File: config.mk
export PLATFORM = sky130hd
export DESIGN_NAME = alu_cmd_driver_flat
export DESIGN_NICKNAME = d
export VERILOG_FILES = /design/src/rtl/alu_cmd_driver_pkg.sv /design/src/rtl/alu_cmd_driver_if.sv /design/src/rtl/alu_cmd_driver_fifo.sv /design/src/rtl/alu_cmd_driver.sv /design/src/flat_wrapper.sv
export SDC_FILE = /design/constraint.sdc
export NUM_CORES = 1
export LEC_CHECK = 0
export BUFFER_PORTS_ARGS = -buffer_cell sky130_fd_sc_hd__buf_2
export CAP_MARGIN = 25
export CORE_MARGIN = 3
export CORE_UTILIZATION = 25
export CTS_CLUSTER_DIAMETER = 120
export CTS_CLUSTER_SIZE = 10
export DETAILED_ROUTE_END_ITERATION = 10
export PLACE_DENSITY = 0.45
export SYNTH_ARGS = -nofsm -noshare
export SYNTH_HDL_FRONTEND = slang
export SYNTH_HIERARCHICAL = 1
export SYNTH_SLANG_ARGS = --single-unit
File: constraint.sdc
create_clock -name clk -period 2.7 [get_ports clk]
set_input_delay 0.135 -clock clk [delete_from_list [all_inputs] [get_ports clk]]
set_output_delay 0.135 -clock clk [all_outputs]
set_load 0.03 [all_outputs]
File: src/rtl/alu_cmd_driver_pkg.sv
// Shared types for the ALU command driver.
//   alu_op_e     : ALU opcodes as carried on cmd_sel / alu_sel
//   drv_state_e  : issue FSM state encoding
//   res_entry_t  : one result FIFO entry {y, tag, last}
//   next_a       : operand-A sweep step (wraps 3 -> 0)
package alu_drv_pkg;

  typedef enum logic [1:0] {
    OP_INV  = 2'b00,
    OP_NAND = 2'b01,
    OP_ADD  = 2'b10,
    OP_MUL  = 2'b11
  } alu_op_e;

  typedef enum logic [0:0] {
    ST_IDLE  = 1'b0,
    ST_ISSUE = 1'b1
  } drv_state_e;

  // Widest tag a driver instance may use; narrower tags occupy the low bits.
  localparam int unsigned TAG_W_MAX = 8;

  typedef struct packed {
    logic [3:0]           y;
    logic [TAG_W_MAX-1:0] tag;
    logic                 last;
  } res_entry_t;

  function automatic logic [1:0] next_a(input logic [1:0] a);
    return a + 2'd1;
  endfunction

endpackage

File: src/rtl/alu_cmd_driver_if.sv
// Bus bundle between the ALU command driver and its environment.
//   cmd_* : command channel (valid/ready) into the driver
//   alu_* : operands/opcode to the ALU, alu_y back from it
//   res_* : result channel (valid/ready) out of the driver
// Modports: master = the driver, slave = sequencer/ALU/consumer side.
interface alu_cmd_driver_if #(
  parameter int unsigned TAG_W = 2
);
  logic             cmd_valid;
  logic             cmd_ready;
  logic [1:0]       cmd_a;
  logic [1:0]       cmd_b;
  logic [1:0]       cmd_sel;
  logic [1:0]       cmd_rep;
  logic [TAG_W-1:0] cmd_tag;

  logic [1:0]       alu_a;
  logic [1:0]       alu_b;
  logic [1:0]       alu_sel;
  logic [3:0]       alu_y;

  logic             res_valid;
  logic             res_ready;
  logic [3:0]       res_y;
  logic [TAG_W-1:0] res_tag;
  logic             res_last;

  modport master (
    input  cmd_valid, cmd_a, cmd_b, cmd_sel, cmd_rep, cmd_tag,
    output cmd_ready,
    output alu_a, alu_b, alu_sel,
    input  alu_y,
    output res_valid, res_y, res_tag, res_last,
    input  res_ready
  );

  modport slave (
    output cmd_valid, cmd_a, cmd_b, cmd_sel, cmd_rep, cmd_tag,
    input  cmd_ready,
    input  alu_a, alu_b, alu_sel,
    output alu_y,
    input  res_valid, res_y, res_tag, res_last,
    output res_ready
  );

endinterface

File: src/rtl/alu_cmd_driver_fifo.sv
// alu_drv_fifo: synchronous result FIFO with count-based full/empty.
//   clk, rst_n : clock, synchronous active-low reset (clears contents too)
//   push_i     : write wdata_i (caller only pushes when !full_o or popping)
//   pop_i      : advance head (caller only pops when !empty_o)
//   rdata_o    : head entry, straight from the storage registers
//   count_o    : occupancy, full_o / empty_o derived from it
// Depth must be a power of two >= 2 so the pointers wrap naturally.
module alu_drv_fifo
  import alu_drv_pkg::*;
#(
  parameter int unsigned Depth = 4,
  localparam int unsigned PtrW = $clog2(Depth),
  localparam int unsigned CntW = $clog2(Depth + 1)
) (
  input  logic            clk,
  input  logic            rst_n,
  input  logic            push_i,
  input  res_entry_t      wdata_i,
  input  logic            pop_i,
  output res_entry_t      rdata_o,
  output logic [CntW-1:0] count_o,
  output logic            full_o,
  output logic            empty_o
);

  res_entry_t      mem_q [Depth];
  logic [PtrW-1:0] wr_ptr_q;
  logic [PtrW-1:0] rd_ptr_q;
  logic [CntW-1:0] count_q;

  always_ff @(posedge clk) begin
    if (!rst_n) begin
      wr_ptr_q <= '0;
      rd_ptr_q <= '0;
      count_q  <= '0;
      // Cleared so the registered head reads zero straight out of reset.
      for (int unsigned i = 0; i < Depth; i++) begin
        mem_q[i] <= '0;
      end
    end else begin
      if (push_i) begin
        mem_q[wr_ptr_q] <= wdata_i;
        wr_ptr_q        <= wr_ptr_q + 1'b1;
      end
      if (pop_i) begin
        rd_ptr_q <= rd_ptr_q + 1'b1;
      end
      case ({push_i, pop_i})
        2'b10:   count_q <= count_q + 1'b1;
        2'b01:   count_q <= count_q - 1'b1;
        default: count_q <= count_q;
      endcase
    end
  end

  assign rdata_o = mem_q[rd_ptr_q];
  assign count_o = count_q;
  assign full_o  = (count_q == CntW'(Depth));
  assign empty_o = (count_q == '0);

endmodule

File: src/rtl/alu_cmd_driver.sv
// alu_cmd_driver: initiator-side controller for the 2-bit ALU datapath.
// Accepts commands, drives ALU operands (sweeping A for repeats), captures
// alu_y each issue cycle and queues tagged results in a FIFO.
//   clk, rst_n  : clock, synchronous active-low reset
//   bus         : alu_cmd_driver_if.master (cmd_*, alu_*, res_* channels)
//   busy        : FSM not idle or results still queued
// Build option ALU_CMD_DRIVER_CHECKSUM_EN adds:
//   chk_clr (in) : clear the checksum (wins over a pop that cycle)
//   chk     (out): 8-bit running sum of popped res_y, wraps mod 256
module alu_cmd_driver
  import alu_drv_pkg::*;
#(
  parameter int unsigned FIFO_DEPTH = 4,
  parameter int unsigned TAG_W      = 2
) (
  input  logic             clk,
  input  logic             rst_n,
  alu_cmd_driver_if.master bus,
  output logic             busy
`ifdef ALU_CMD_DRIVER_CHECKSUM_EN
  ,
  input  logic             chk_clr,
  output logic [7:0]       chk
`endif
);

  localparam int unsigned CntW = $clog2(FIFO_DEPTH + 1);

  drv_state_e       state_q;
  logic [1:0]       a_q;
  logic [1:0]       b_q;
  alu_op_e          sel_q;
  logic [TAG_W-1:0] tag_q;
  logic [1:0]       rem_q;

  logic             cmd_rdy;
  logic             cmd_fire;
  logic             push;
  logic             pop;
  logic             fifo_full;
  logic             fifo_empty;
  logic [CntW-1:0]  fifo_count;
  res_entry_t       push_entry;
  res_entry_t       head;

  assign pop  = !fifo_empty && bus.res_ready;
  // A full FIFO still takes a push when the head leaves in the same cycle.
  assign push = (state_q == ST_ISSUE) && (!fifo_full || pop);

  // ISSUE may chain the next command only on its final push, and only if a
  // slot is left for that command's first result after this push.
  always_comb begin
    cmd_rdy = 1'b0;
    if (rst_n) begin
      unique case (state_q)
        ST_IDLE:  cmd_rdy = !fifo_full;
        ST_ISSUE: cmd_rdy = (rem_q == 2'd0) && (fifo_count < CntW'(FIFO_DEPTH - 1));
        default:  cmd_rdy = 1'b0;
      endcase
    end
  end

  assign cmd_fire = bus.cmd_valid && cmd_rdy;

  always_ff @(posedge clk) begin
    if (!rst_n) begin
      state_q <= ST_IDLE;
      a_q     <= '0;
      b_q     <= '0;
      sel_q   <= OP_INV;
      tag_q   <= '0;
      rem_q   <= '0;
    end else if (cmd_fire) begin
      // Reached from IDLE, or from ISSUE on its final (guaranteed) push.
      state_q <= ST_ISSUE;
      a_q     <= bus.cmd_a;
      b_q     <= bus.cmd_b;
      sel_q   <= alu_op_e'(bus.cmd_sel);
      tag_q   <= bus.cmd_tag;
      rem_q   <= bus.cmd_rep;
    end else begin
      unique case (state_q)
        ST_IDLE: state_q <= ST_IDLE;
        ST_ISSUE: begin
          // No push means the FIFO is full: hold operands and rem.
          if (push) begin
            if (rem_q != 2'd0) begin
              a_q   <= next_a(a_q);
              rem_q <= rem_q - 2'd1;
            end else begin
              state_q <= ST_IDLE;
            end
          end
        end
        default: state_q <= ST_IDLE;
      endcase
    end
  end

  always_comb begin
    push_entry                 = '0;
    push_entry.y               = bus.alu_y;
    push_entry.tag[TAG_W-1:0]  = tag_q;
    push_entry.last            = (rem_q == 2'd0);
  end

  alu_drv_fifo #(
    .Depth (FIFO_DEPTH)
  ) u_fifo (
    .clk     (clk),
    .rst_n   (rst_n),
    .push_i  (push),
    .wdata_i (push_entry),
    .pop_i   (pop),
    .rdata_o (head),
    .count_o (fifo_count),
    .full_o  (fifo_full),
    .empty_o (fifo_empty)
  );

  assign bus.cmd_ready = cmd_rdy;
  assign bus.alu_a     = a_q;
  assign bus.alu_b     = b_q;
  assign bus.alu_sel   = sel_q;
  assign bus.res_valid = !fifo_empty;
  assign bus.res_y     = head.y;
  assign bus.res_tag   = head.tag[TAG_W-1:0];
  assign bus.res_last  = head.last;
  assign busy          = (state_q != ST_IDLE) || !fifo_empty;

  // Tag bits above TAG_W are always zero in the FIFO.
  logic unused_head_tag;
  assign unused_head_tag = ^head.tag;

`ifdef ALU_CMD_DRIVER_CHECKSUM_EN
  logic [7:0] chk_q;

  always_ff @(posedge clk) begin
    if (!rst_n) begin
      chk_q <= '0;
    end else if (chk_clr) begin
      chk_q <= '0;
    end else if (pop) begin
      chk_q <= chk_q + {4'b0000, head.y};
    end
  end

  assign chk = chk_q;
`endif

endmodule

File: src/flat_wrapper.sv
// flat-port wrapper written by rule: the top's interface ports become plain ports
module alu_cmd_driver_flat import alu_drv_pkg::*;
#(
  parameter int unsigned FIFO_DEPTH = 4,
  parameter int unsigned TAG_W      = 2
)
  (clk, rst_n, busy, bus_cmd_valid, bus_cmd_a, bus_cmd_b, bus_cmd_sel, bus_cmd_rep, bus_cmd_tag, bus_cmd_ready, bus_alu_a, bus_alu_b, bus_alu_sel, bus_alu_y, bus_res_valid, bus_res_y, bus_res_tag, bus_res_last, bus_res_ready);
  alu_cmd_driver_if #(.TAG_W(TAG_W)) bus_i ();
  input  logic clk;
  input  logic rst_n;
  output logic busy;
  input wire logic [$bits(bus_i.cmd_valid)-1:0] bus_cmd_valid;
  input wire logic [$bits(bus_i.cmd_a)-1:0] bus_cmd_a;
  input wire logic [$bits(bus_i.cmd_b)-1:0] bus_cmd_b;
  input wire logic [$bits(bus_i.cmd_sel)-1:0] bus_cmd_sel;
  input wire logic [$bits(bus_i.cmd_rep)-1:0] bus_cmd_rep;
  input wire logic [$bits(bus_i.cmd_tag)-1:0] bus_cmd_tag;
  output wire logic [$bits(bus_i.cmd_ready)-1:0] bus_cmd_ready;
  output wire logic [$bits(bus_i.alu_a)-1:0] bus_alu_a;
  output wire logic [$bits(bus_i.alu_b)-1:0] bus_alu_b;
  output wire logic [$bits(bus_i.alu_sel)-1:0] bus_alu_sel;
  input wire logic [$bits(bus_i.alu_y)-1:0] bus_alu_y;
  output wire logic [$bits(bus_i.res_valid)-1:0] bus_res_valid;
  output wire logic [$bits(bus_i.res_y)-1:0] bus_res_y;
  output wire logic [$bits(bus_i.res_tag)-1:0] bus_res_tag;
  output wire logic [$bits(bus_i.res_last)-1:0] bus_res_last;
  input wire logic [$bits(bus_i.res_ready)-1:0] bus_res_ready;
  assign bus_i.cmd_valid = bus_cmd_valid;
  assign bus_i.cmd_a = bus_cmd_a;
  assign bus_i.cmd_b = bus_cmd_b;
  assign bus_i.cmd_sel = bus_cmd_sel;
  assign bus_i.cmd_rep = bus_cmd_rep;
  assign bus_i.cmd_tag = bus_cmd_tag;
  assign bus_cmd_ready = bus_i.cmd_ready;
  assign bus_alu_a = bus_i.alu_a;
  assign bus_alu_b = bus_i.alu_b;
  assign bus_alu_sel = bus_i.alu_sel;
  assign bus_i.alu_y = bus_alu_y;
  assign bus_res_valid = bus_i.res_valid;
  assign bus_res_y = bus_i.res_y;
  assign bus_res_tag = bus_i.res_tag;
  assign bus_res_last = bus_i.res_last;
  assign bus_i.res_ready = bus_res_ready;
  alu_cmd_driver #(.FIFO_DEPTH(FIFO_DEPTH), .TAG_W(TAG_W)) u_core (.clk(clk), .rst_n(rst_n), .bus(bus_i), .busy(busy));
endmodule
Word level (Yosys, flattened, before mapping). Memory sizes are Yosys's and may differ from the RTL's. A register that Yosys moved wholly into a read port is not among the register bits. Index checks and enable logic that the tools add are counted.

Flip-flop bits (word level): 18. Memory bits (writable): 28. Output and inout bits: 16. Word-level logic and storage cells: 62. Memories kept: 1.

Memory list: u_core.u_fifo.mem_q (depth 4, width 7, read ports 1, clocked after Yosys merged registers in 1, wr ports 4, line alu_cmd_driver_fifo.sv:26) `res_entry_t mem_q [Depth];`.

Add/sub/neg operators: 6. Order comparisons: 1. Eq/ne operators: 3. Mux-type cells: 24. Bitwise logic cells: 1. Reduce and logical (&&, ||, !) cells: 17.

Operators with widths (count): 2-to-1 mux 2 bit (11); nonzero test 2 bit (5); 2-to-1 mux 1 bit (9); 2-to-1 mux 7 bit (1); OR reduction 7 bit (1); adder 2 x 1 -> 2 bit, second input constant (3); case mux 3 bit (2 select lines) (1); logical AND 1 bit (4); case mux 1 bit (2 select lines) (2); adder 3 x 1 -> 3 bit, second input constant (1); equality test 3 bit, second input constant (1); logical NOT 3 bit (1); < comparator 3 x 2 -> 1 bit, second input constant (1); AND reduction 3 bit (1); subtractor 3 x 1 -> 3 bit, second input constant (1); equality test 2 x 1 -> 1 bit, second input constant (1); equality test 2 bit, second input constant (1); logical NOT 1 bit (2); logical NOT 2 bit (1); logical OR 1 bit (2); subtractor 2 x 1 -> 2 bit, second input constant (1); inverter 1 bit (1).

Depth between registers and ports, before layout.
Depth in word-level cells: 10. Gate-level depth with buffers: 13. Mapped depth without buffers: 11.

Hierarchy. The synthesis kept the hierarchy.

By module, submodules not included: alu_drv_fifo (times used 1, cells each 175, area each 2673.8 sq um); alu_cmd_driver (times used 1, cells each 61, area each 576.8 sq um).

Worst setup path before layout. No wires, ideal clock.

Kind: reg2reg. From: register u_core.u_fifo.count_q[2] (netlist: u_core/u_fifo/count_o[2]). To: register u_core.u_fifo.count_q[2] (netlist: u_core/u_fifo/count_o[2]). Library setup time: 76 ps. Arrival time: 2514 ps. Required time: 2624 ps. Path slack: 111 ps. Stages on the path, launching flop included: 14. Buffers on the path: 2. Path through: dfxtp_1 > nor3_1 > nand2b_4 > nand2_1 > and2_1 > buf_4 > clkbuf_1 > inv_1 > ha_1 > inv_1 > fa_1 > xor2_1 > or3_1 > a21boi_0.

Word-level cells in the longest chain between the ends: 7. Elaborated cells between the ends (all ways): 13.

Ends and longest elaborated chain: start, declared (line alu_cmd_driver_fifo.sv:29) `logic [CntW-1:0] count_q;`; start signal, assigned (line alu_cmd_driver_fifo.sv:49) `2'b10: count_q <= count_q + 1'b1;`; start signal, assigned (line alu_cmd_driver_fifo.sv:50) `2'b01: count_q <= count_q - 1'b1;`; start signal, assigned (line alu_cmd_driver_fifo.sv:51) `default: count_q <= count_q;`; logical NOT 3 bit * (line alu_cmd_driver_fifo.sv:59) `assign empty_o = (count_q == '0);`; named net u_core.fifo_empty (line alu_cmd_driver.sv:41) `logic fifo_empty;`; logical NOT 1 bit * (line alu_cmd_driver.sv:46) `assign pop = !fifo_empty && bus.res_ready;`; logical AND 1 bit * (line alu_cmd_driver.sv:46); logical OR 1 bit * (line alu_cmd_driver.sv:48) `assign push = (state_q == ST_ISSUE) && (!fifo_full || pop);`; logical AND 1 bit * (line alu_cmd_driver.sv:48); named net u_core.push (line alu_cmd_driver.sv:38) `logic push;`; equality test 2 x 1 -> 1 bit / equality test 2 bit (equally long branches) (line alu_cmd_driver_fifo.sv:48) `case ({push_i, pop_i})`; case mux 3 bit (2 select lines) / nonzero test 2 bit (equally long branches).

The timed path passes the listed nets; every way through them passes the cells marked *. A chain may end at the register's enable or synchronous reset.

Worst setup path in the final report. Ends and elaborated chain as after synthesis.

==> summary.md <==
| Metric | Value |
|---|---|
| Outcome | `finished, final reports clean` |
| Post-DP HPWL | `2950 µm` |
| RR Startpoint | `u_core/u_fifo/count_o[2]` |
| Wire per inst | `13.8 µm` |
| CTS resizes | `0` |
| Min-Delay Path Class | `input pin to flip-flop` |
| Initial Utilization | `26.5%` |
| Max VDD drop | `0.000464 V` |
| Max cap viols | `0` |
| Postcts setup bufs | `0` |
| Syn_nets | `202` |
| Final Hold Viols | `0` |
| Max-slew headroom | `61.7%` |
| Total GRT Usage | `9.44%` |
| Core area | `8460 µm²` |
| Vias in the first global route | `1440` |
| CP Capture Type | `flip-flop` |
| Crit-path slowest cell | `fa_1` |
| CTS Buffer Depth | `2` |
| DR vias/cell | `4.25` |
| First-pass GRT wire length | `7250 µm` |
| Hold Crit Start | `bus_cmd_b[1]` |
| Worst hold path stage count | `3` |
| CP arrival | `2.62 ns` |
| Setup TNS | `0 ns` |
| Worst-path clk slew | `0.09 ns` |
| CTS Buf Count | `5` |
| Yosys warning count | `6` |
| Largest delay contributor family on the critical path | `simple AND/OR/NAND/NOR gates` |
| Leakage | `1.07 nW` |
| RD Place Congestion | `0.706` |
| Most used cell, CP | `inv_1` |
| Die Height | `101 µm` |
| Hold-fix buffers, CTS | `0` |
| Tmin final | `2.39 ns` |
| Drt total wl | `4440 µm` |
| Number of cells on the critical path | `11` |
| 1st-iter DRT viols | `49` |
| Vias | `1370` |
| CTS tree | `yes` |
| Die footprint | `10100 µm²` |
| R2R depth | `11` |
| Diodes inserted | `0` |
| Clock Latency Late Sink | `0.29 ns` |
| Worst-Margin Slew | `0.575 ns` |
| # rows | `33` |
| Syn Area/Cell | `12.4 µm²` |
| Fin. max-slew vios | `0` |
| Crit path from | `u_core/u_fifo/count_o[2]` |
| Worst-path cell chain | `nor3_1 -> nand2b_4 -> nand2_1 -> and2_1 -> inv_1 -> ha_1 -> inv_1 -> fa_1 -> xor2_1 -> or3_1 -> a21boi_0` |
| RSZ-0062 raised after global routing | `false` |
| # port buffers | `33` |
| WS Path Type | `flip-flop to flip-flop` |
| Crit path largest cell delay | `0.38 ns` |
| Buf+Inv Stages, Crit Path | `2` |
| Pwr Density | `896 nW/µm²` |
| Max Clk Rate | `0.418 GHz` |
| TritonRoute pass-1 iters | `4` |
| # setup viols final | `0` |
| Final nets | `237` |
| Overflow after GRT | `0` |
| Tcrit/Tclk final | `88.6%` |
| Final Skew | `0.00399 ns` |
| Synth Cell Area | `2240 µm²` |
| Req. time, crit path | `2.93 ns` |
| Clock Sinks | `48` |
| Post-DRT Antenna Nets | `0` |
| Residual DRC count | `0` |
| Area grow syn2layout | `17.0%` |
| Die W | `101 µm` |
| Dpl cells | `314` |
| Critical path fanouts, max | `6` |
| Post-synthesis cell count | `181` |
| H-tree depth | `2` |
| Antenna violations before repair | `0` |
| I/O pins | `34` |
| Share of layout cells above drive strength 1 | `27.2%` |
| Finished Layout Cells | `322` |
| CP startpoint kind | `flip-flop` |
| Largest net degree at the start of global routing | `27` |
| Root Driver | `clkbuf_8` |
-- per-stage QoR --
step	hold WS, ns	total power (W)	setup WS [ns]	cell area [µm²]	util [%]
final	0.0688	0.00235	0.307	2620	31.0
after global routing	0.0553	0.00251	0.140	2620	31.0
after CTS	0.0507	0.00239	0.300	2620	31.0
after detailed placement	0.379	0.00186	0.342	2510	29.7
after global placement	0.364	0.00186	0.380	2510	29.7
after floorplan	0.277	0.00165	0.161	2240	-
-- tightest hold or removal path, stage by stage --
cell	delay, ns
buf_2	0.07
mux2i_1	0.05
nor2_1	0.07
-- cells in the final DEF, fill, tap and decap left out, types with 3 or more instances in the layout --
cell	instances
buf_2	33
and2_1	29
edfxtp_1	28
dfxtp_1	20
nor2_1	11
inv_1	10
nand2_1	9
and3_1	8
mux2i_1	6
xnor2_1	6
clkbuf_8	5
buf_4	5
o21ai_0	5
mux4_2	4
nand2b_1	3
a21oi_1	3
mux4_1	3
xor2_1	3
-- final timing paths --
path                                                 end  slack, ns
worst min register to register     u_core/bus.alu_sel[0]       0.50
worst max-delay path            u_core/u_fifo/count_o[2]       0.31
worst min-delay path                 u_core/bus.alu_b[1]       0.07
worst max register to register  u_core/u_fifo/count_o[2]       0.31
-- power by group --
group / internal, W / switching [W]
sequential: 0.000897 / 0.000102
clock: 0.000275 / 0.000238
combinational: 0.000357 / 0.000478
total: 0.00153 / 0.000818
-- cell type report --
class                           count  area [µm²]
Clock inverter                      2        35.0
Clock buffer                        6        72.6
Multi-Input combinational cell    112         897
Fill cell                         864        5840
Inverter                           11        41.3
Timing Repair Buffer               38         203
Sequential cell                    48        1240
Tap cell                          105         131
-- sequential cells by signal, indices dropped and copies added (netlist names), named ones only --
name	count
u_core/state_q	1
u_core/bus.alu_b	2
u_core/bus.alu_sel	2
u_core/u_fifo/mem_q	28
u_core/u_fifo/count_o	3
u_core/u_fifo/wr_ptr_q	2
u_core/tag_q	2
u_core/u_fifo/rd_ptr_q	2
u_core/rem_q	2
u_core/bus.alu_a	2
-- per-layer routing --
metal  vias up  GRT usage (%)  wire length (µm)
li1        698              -                 -
met1       631           13.0              2180
met2        39           14.4              1900
met3         2           2.77               326
met4         0           2.80                21
met5         -              0                 0
Note: power is estimated with default switching activity, not from simulation.
